===== src/rtl/config_loader.sv =====
// Serial configuration chain loader.
// Takes parallel config words over a valid/ready handshake and shifts them
// LSB first into a downstream serial config chain of CHAIN_LEN bits. A load
// is started by a one-cycle cfg_start pulse. Each load has the phases
// clear -> (load word -> shift word)* -> finish. Every output is registered
// and changes on the same edge as the state it belongs to.
module config_loader #(
    parameter int WORD_W     = 8,
    parameter int CHAIN_LEN  = 14,
    parameter int CLR_CYCLES = 2
) (
    input  logic              clk,
    input  logic              reset,
    input  logic              cfg_start,
    input  logic              word_valid,
    output logic              word_ready,
    input  logic [WORD_W-1:0] word_data,
    output logic              cfg_bit_out,
    output logic              cfg_shift,
    output logic              cfg_reset_out,
    output logic              busy,
    output logic              done
);

    // Bits still to be shifted for the whole chain; sized so CHAIN_LEN fits.
    localparam int BL_W = $clog2(CHAIN_LEN + 1);
    // The clear counter is at least one bit wide, even for CLR_CYCLES of 0.
    localparam int CC_W = (CLR_CYCLES < 1) ? 1 : $clog2(CLR_CYCLES + 1);

    typedef enum logic [2:0] {
        IDLE  = 3'd0,
        CLEAR = 3'd1,
        LOAD  = 3'd2,
        SHIFT = 3'd3,
        FIN   = 3'd4
    } state_t;

    state_t              state_reg;
    logic [WORD_W-1:0]   shreg_reg;
    logic [BL_W-1:0]     bits_left_reg;
    logic [BL_W-1:0]     word_cnt_reg;
    logic [CC_W-1:0]     clr_cnt_reg;

    logic                word_ready_reg;
    logic                cfg_bit_out_reg;
    logic                cfg_shift_reg;
    logic                cfg_reset_out_reg;
    logic                busy_reg;
    logic                done_reg;

    // Right-shifted copies of the shift register and of the incoming word.
    // The incoming word's bit 0 goes straight to the chain on capture, so
    // the shift register only needs to hold the remaining bits.
    logic [WORD_W-1:0]   shreg_next;
    logic [WORD_W-1:0]   word_next;

    // Number of bits to take from the word being accepted: the smaller of
    // WORD_W and what is left of the chain. Upper bits of a short final word
    // are simply never shifted out.
    logic [BL_W-1:0]     take_cnt;

    generate
        for (genvar gi = 0; gi < WORD_W - 1; gi++) begin : g_shift
            assign shreg_next[gi] = shreg_reg[gi+1];
            assign word_next[gi]  = word_data[gi+1];
        end
    endgenerate
    assign shreg_next[WORD_W-1] = 1'b0;
    assign word_next[WORD_W-1]  = 1'b0;

    // Clamp the per-word bit count to the remaining chain length.
    always_comb begin
        take_cnt = bits_left_reg;
        if (32'(bits_left_reg) >= 32'(WORD_W)) begin
            take_cnt = BL_W'(WORD_W);
        end
    end

    // Load sequencer: state, counters, shift register and registered outputs.
    always_ff @(posedge clk) begin
        if (reset) begin
            state_reg         <= IDLE;
            shreg_reg         <= '0;
            bits_left_reg     <= '0;
            word_cnt_reg      <= '0;
            clr_cnt_reg       <= '0;
            word_ready_reg    <= 1'b0;
            cfg_bit_out_reg   <= 1'b0;
            cfg_shift_reg     <= 1'b0;
            cfg_reset_out_reg <= 1'b0;
            busy_reg          <= 1'b0;
            done_reg          <= 1'b0;
        end else begin
            case (state_reg)
                IDLE: begin
                    // Only cfg_start matters here; stray word_valid is ignored.
                    if (cfg_start) begin
                        state_reg         <= CLEAR;
                        bits_left_reg     <= BL_W'(CHAIN_LEN);
                        clr_cnt_reg       <= CC_W'(CLR_CYCLES);
                        cfg_reset_out_reg <= 1'b1;
                        busy_reg          <= 1'b1;
                    end
                end

                CLEAR: begin
                    // Hold the chain reset for CLR_CYCLES cycles, then ask
                    // for the first word.
                    if (clr_cnt_reg <= CC_W'(1)) begin
                        state_reg         <= LOAD;
                        clr_cnt_reg       <= '0;
                        cfg_reset_out_reg <= 1'b0;
                        word_ready_reg    <= 1'b1;
                    end else begin
                        clr_cnt_reg <= clr_cnt_reg - CC_W'(1);
                    end
                end

                LOAD: begin
                    // Wait as long as needed; on a handshake present bit 0
                    // immediately and keep the rest for the following cycles.
                    if (word_valid) begin
                        state_reg       <= SHIFT;
                        shreg_reg       <= word_next;
                        word_cnt_reg    <= take_cnt;
                        word_ready_reg  <= 1'b0;
                        cfg_bit_out_reg <= word_data[0];
                        cfg_shift_reg   <= 1'b1;
                    end
                end

                SHIFT: begin
                    // One chain bit is presented during every cycle spent here.
                    if (bits_left_reg != '0) begin
                        bits_left_reg <= bits_left_reg - BL_W'(1);
                    end
                    if (word_cnt_reg != '0) begin
                        word_cnt_reg <= word_cnt_reg - BL_W'(1);
                    end
                    if (word_cnt_reg <= BL_W'(1)) begin
                        // Last bit of this word is on the chain this cycle.
                        cfg_shift_reg   <= 1'b0;
                        cfg_bit_out_reg <= 1'b0;
                        shreg_reg       <= '0;
                        if (bits_left_reg <= BL_W'(1)) begin
                            state_reg <= FIN;
                            done_reg  <= 1'b1;
                        end else begin
                            state_reg      <= LOAD;
                            word_ready_reg <= 1'b1;
                        end
                    end else begin
                        cfg_bit_out_reg <= shreg_reg[0];
                        shreg_reg       <= shreg_next;
                    end
                end

                FIN: begin
                    // done has been high for this one cycle; release busy.
                    state_reg <= IDLE;
                    done_reg  <= 1'b0;
                    busy_reg  <= 1'b0;
                end

                default: begin
                    state_reg         <= IDLE;
                    word_ready_reg    <= 1'b0;
                    cfg_bit_out_reg   <= 1'b0;
                    cfg_shift_reg     <= 1'b0;
                    cfg_reset_out_reg <= 1'b0;
                    busy_reg          <= 1'b0;
                    done_reg          <= 1'b0;
                end
            endcase
        end
    end

    assign word_ready    = word_ready_reg;
    assign cfg_bit_out   = cfg_bit_out_reg;
    assign cfg_shift     = cfg_shift_reg;
    assign cfg_reset_out = cfg_reset_out_reg;
    assign busy          = busy_reg;
    assign done          = done_reg;

endmodule


===== config.mk =====
export PLATFORM = sky130hd
export DESIGN_NAME = config_loader
export DESIGN_NICKNAME = d
export VERILOG_FILES = /design/src/rtl/config_loader.sv
export SDC_FILE = /design/constraint.sdc
export NUM_CORES = 1
export LEC_CHECK = 0
export ABC_AREA = 1
export BUFFER_PORTS_ARGS = -buffer_cell sky130_fd_sc_hd__buf_4
export CORE_UTILIZATION = 30
export CTS_BUF_LIST = sky130_fd_sc_hd__clkbuf_4 sky130_fd_sc_hd__clkbuf_8 sky130_fd_sc_hd__clkbuf_16
export DETAILED_ROUTE_END_ITERATION = 16
export GPL_ROUTABILITY_DRIVEN = 0
export SYNTH_ARGS = -nofsm -noshare
export SYNTH_HDL_FRONTEND = slang
export SYNTH_SLANG_ARGS = --single-unit

===== constraint.sdc =====
create_clock -name clk -period 1.6 [get_ports clk]
set_clock_uncertainty 0.05 [all_clocks]
set_input_delay 0.32 -clock clk [delete_from_list [all_inputs] [get_ports clk]]
set_output_delay 0.32 -clock clk [all_outputs]
set_load 0.005 [all_outputs]

==> impl_summary.txt <==
----------------------------------------------------
[Global route]
  Vias in the first global route ... 1224
  Total routing usage reported by global routing ... 13.3%
  Wire length of the first global-routing pass ... 5310 um
  Global route overflow ... 0
  Antenna violations before repair ... 0
  Largest net degree at the start of global routing ... 17

[Setup path]
  Data arrival time of the critical path ... 1.59 ns
  Cell with the largest stage delay on the worst path ... dfxtp_2
  Cell Chain, Critical Path ... inv_1, ha_1, inv_1, nand2_1, nand2_2, nand2_2, nand2_1, nor2_2, nand3_1, nand2_1, nor2_1
  CP required ... 1.72 ns
  Most frequent cell on the critical path ... nand2_1
  Delay of the slowest cell on the worst path ... 0.34 ns
  Worst Path Class, Setup ... flop to flop
  Internal reg-to-reg setup slack ... 0.13 ns
  CP Launch Type ... flop
  Peak fanout along the critical path ... 4
  Endpoint type of the worst setup path ... flop

[Layout]
  Max FFs per register ... 7
  Final-layout fill cell count ... 466
  P&R area growth vs syn ... 19.2%
  Footprint of the multi-input gates ... 744 um^2
  Final non-filler cell area ... 1650 um^2
  Nets ... 239
  Sequential cell area ... 522 um^2
  Finished Layout Cells ... 273
  Final design utilization ... 37.6%
  Antenna cell count ... 0
  Share of final-layout standard cells stronger than drive strength 1 ... 19.0%

[Routing]
  Per-cell via count in the routed design ... 4.84
  Via Count ... 1322
  First drt pass iteration count ... 4
  Number of DRC violations after detailed routing ... 0
  Total wire length ... 2980 um
  Antenna-violating nets left ... 0
  1st-iter DRT viols ... 95
  Wire per inst ... 10.9 um

[Die]
  Initial core utilization ... 31.6%
  Die height ... 69.9 um
  Area inside the core boundary ... 4380 um^2
  Ports ... 18
  Die area ... 4890 um^2
  Standard-cell row count ... 24
  DIE WIDTH ... 69.9 um

[Synthesis]
  #FFs+latches synth ... 26
  Sequential share of the synthesized area ... 37.6%
  Average cell area after synthesis ... 6.95 um^2
  Cell count after synthesis ... 199
  Cell Area, Synth ... 1380 um^2
  Distinct cell type count after synthesis ... 23
  Net count of the mapped netlist ... 216
  Yosys synthesis warning count ... 0

[Power and ir drop]
  Final total power ... 1.88 mW
  Worst IR drop on VDD ... 0.838 mV
  Leakage power summed over all cells ... 0.748 nW
  Power per cell area ... 1140 nW/um^2

[Place]
  Count of input and output buffers ... 17
  Total half-perimeter wirelength after legalization and detailed placement ... 2230 um
  Placement-stage worst setup slack ... 0.0818 ns
  Post-DP Area ... 1580 um^2
  Cell total after placement ... 268

[CTS]
  Htree depth ... 1
  Number of buffers between clock root and the deepest sink ... 2
  Clock Latency Late Sink ... 0.27 ns
  Number of hold buffers added after cts ... 0
  TritonCTS clock tree ... yes
  Number of buffers added by the clock tree synthesis step ... 3
  Clock-pin slew on the worst setup and hold paths ... 0.09 ns
  Clock root buffer ... clkbuf_8
  Clock sinks ... 26

[Timing]
  Final hold violations ... 0
  Final setup margin ... 0.133 ns
  Worst slack on hold paths ... 0.282 ns
  Unrepaired setup endpoints after global routing ... false
  Actual slew at the worst max-slew pin ... 0.345 ns
  Summed negative setup slack over all endpoints ... 0 ns
  Slew Limit Fails ... 0
  Shortest period the worst path allows ... 1.47 ns
  Final clock period utilization by the worst path ... 91.7%
  Worst rel slew slack ... 76.9%
  Fmax ... 682 MHz
  Final setup fails ... 0

[Hold path]
  Kind of path behind the tightest hold check ... input pin to flop

[Run]
  Count of max-cap constraint violations ... 0

[Run status]
  Status ... finished clean

----------------------------------------------------
## synth_stat cells, drive strengths merged
library cell / n / area, um^2
ha: 5 / 62.6
xnor2: 1 / 8.76
a21oi: 30 / 150
dfxtp: 26 / 521
clkbuf: 3 / 11.3
nand3: 18 / 90.1
buf: 3 / 30.0
o21bai: 1 / 7.51
inv: 22 / 82.6
nor2: 23 / 104
nand3b: 3 / 22.5
nand4: 1 / 6.26
nand2: 43 / 171
o21ai: 18 / 101
xor2: 1 / 8.76
o22ai: 1 / 6.26
## layout by cell type, fill, tap and decap left out, drive strengths merged
cell / n
nand2: 43
a21oi: 30
dfxtp: 26
buf: 24
nor2: 23
inv: 22
nand3: 18
o21ai: 18
ha: 5
clkbuf: 4
nand3b: 3
o22ai: 1
o21bai: 1
xor2: 1
xnor2: 1
nand4: 1
## cell type report
type	count	area share [%]
Multi-Input combinational cell	145	45.1
Sequential cell	26	31.6
Tap cell	52	3.95
Inverter	22	5.01
Clock buffer	4	3.34
Timing Repair Buffer	24	10.9
## power by group
group          internal [mW]  switching, mW
clock network          0.220          0.205
logic                  0.264          0.375
registers              0.742         0.0729
total                   1.23          0.652
## final timing paths
path,startpoint,cells after the start,to
worst min-delay path,word_data[2],3,shreg_reg[1]$_SDFFE_PP0P_
worst min register to register,busy$_SDFFE_PP0P_,2,busy$_SDFFE_PP0P_
worst max-delay path,word_cnt_reg[0]$_SDFFE_PP0P_,11,word_ready$_SDFFE_PP0P_
worst max register to register,word_cnt_reg[0]$_SDFFE_PP0P_,11,word_ready$_SDFFE_PP0P_
## critical path: cells and delay by family (launching register included)
family | cells | cell delay, ns
buffers and inverters | 2 | 0.16
flip-flops | 1 | 0.34
adder cells (fa/ha/maj) | 1 | 0.19
AND/OR/NAND/NOR | 8 | 0.64
## repair_timing
action / in CTS / in global routing
gates resized for setup: 0 / 3
setup endpoints to repair: 0 / 4
hold endpoints to repair: 0 / 0
setup buffers: 0 / 1
## cell families after synthesis
| group | synth area share [%] |
|---|---|
| simple gates | 28.5 |
| buf+inv | 8.95 |
| flops | 37.6 |
| fa+ha+maj | 4.52 |
| compound gates | 19.2 |
| xor+xnor | 1.27 |
## metal layers
metal  share of wire, %  global-route usage, %  vias to the layer above
met4                1.4                   3.56                        0
met1                 51                   17.7                      581
met5                  0                      0                        -
met2                 43                   21.3                       39
li1                   -                      -                      698
met3                4.8                   3.61                        4
(Power assumes the default switching activity.)
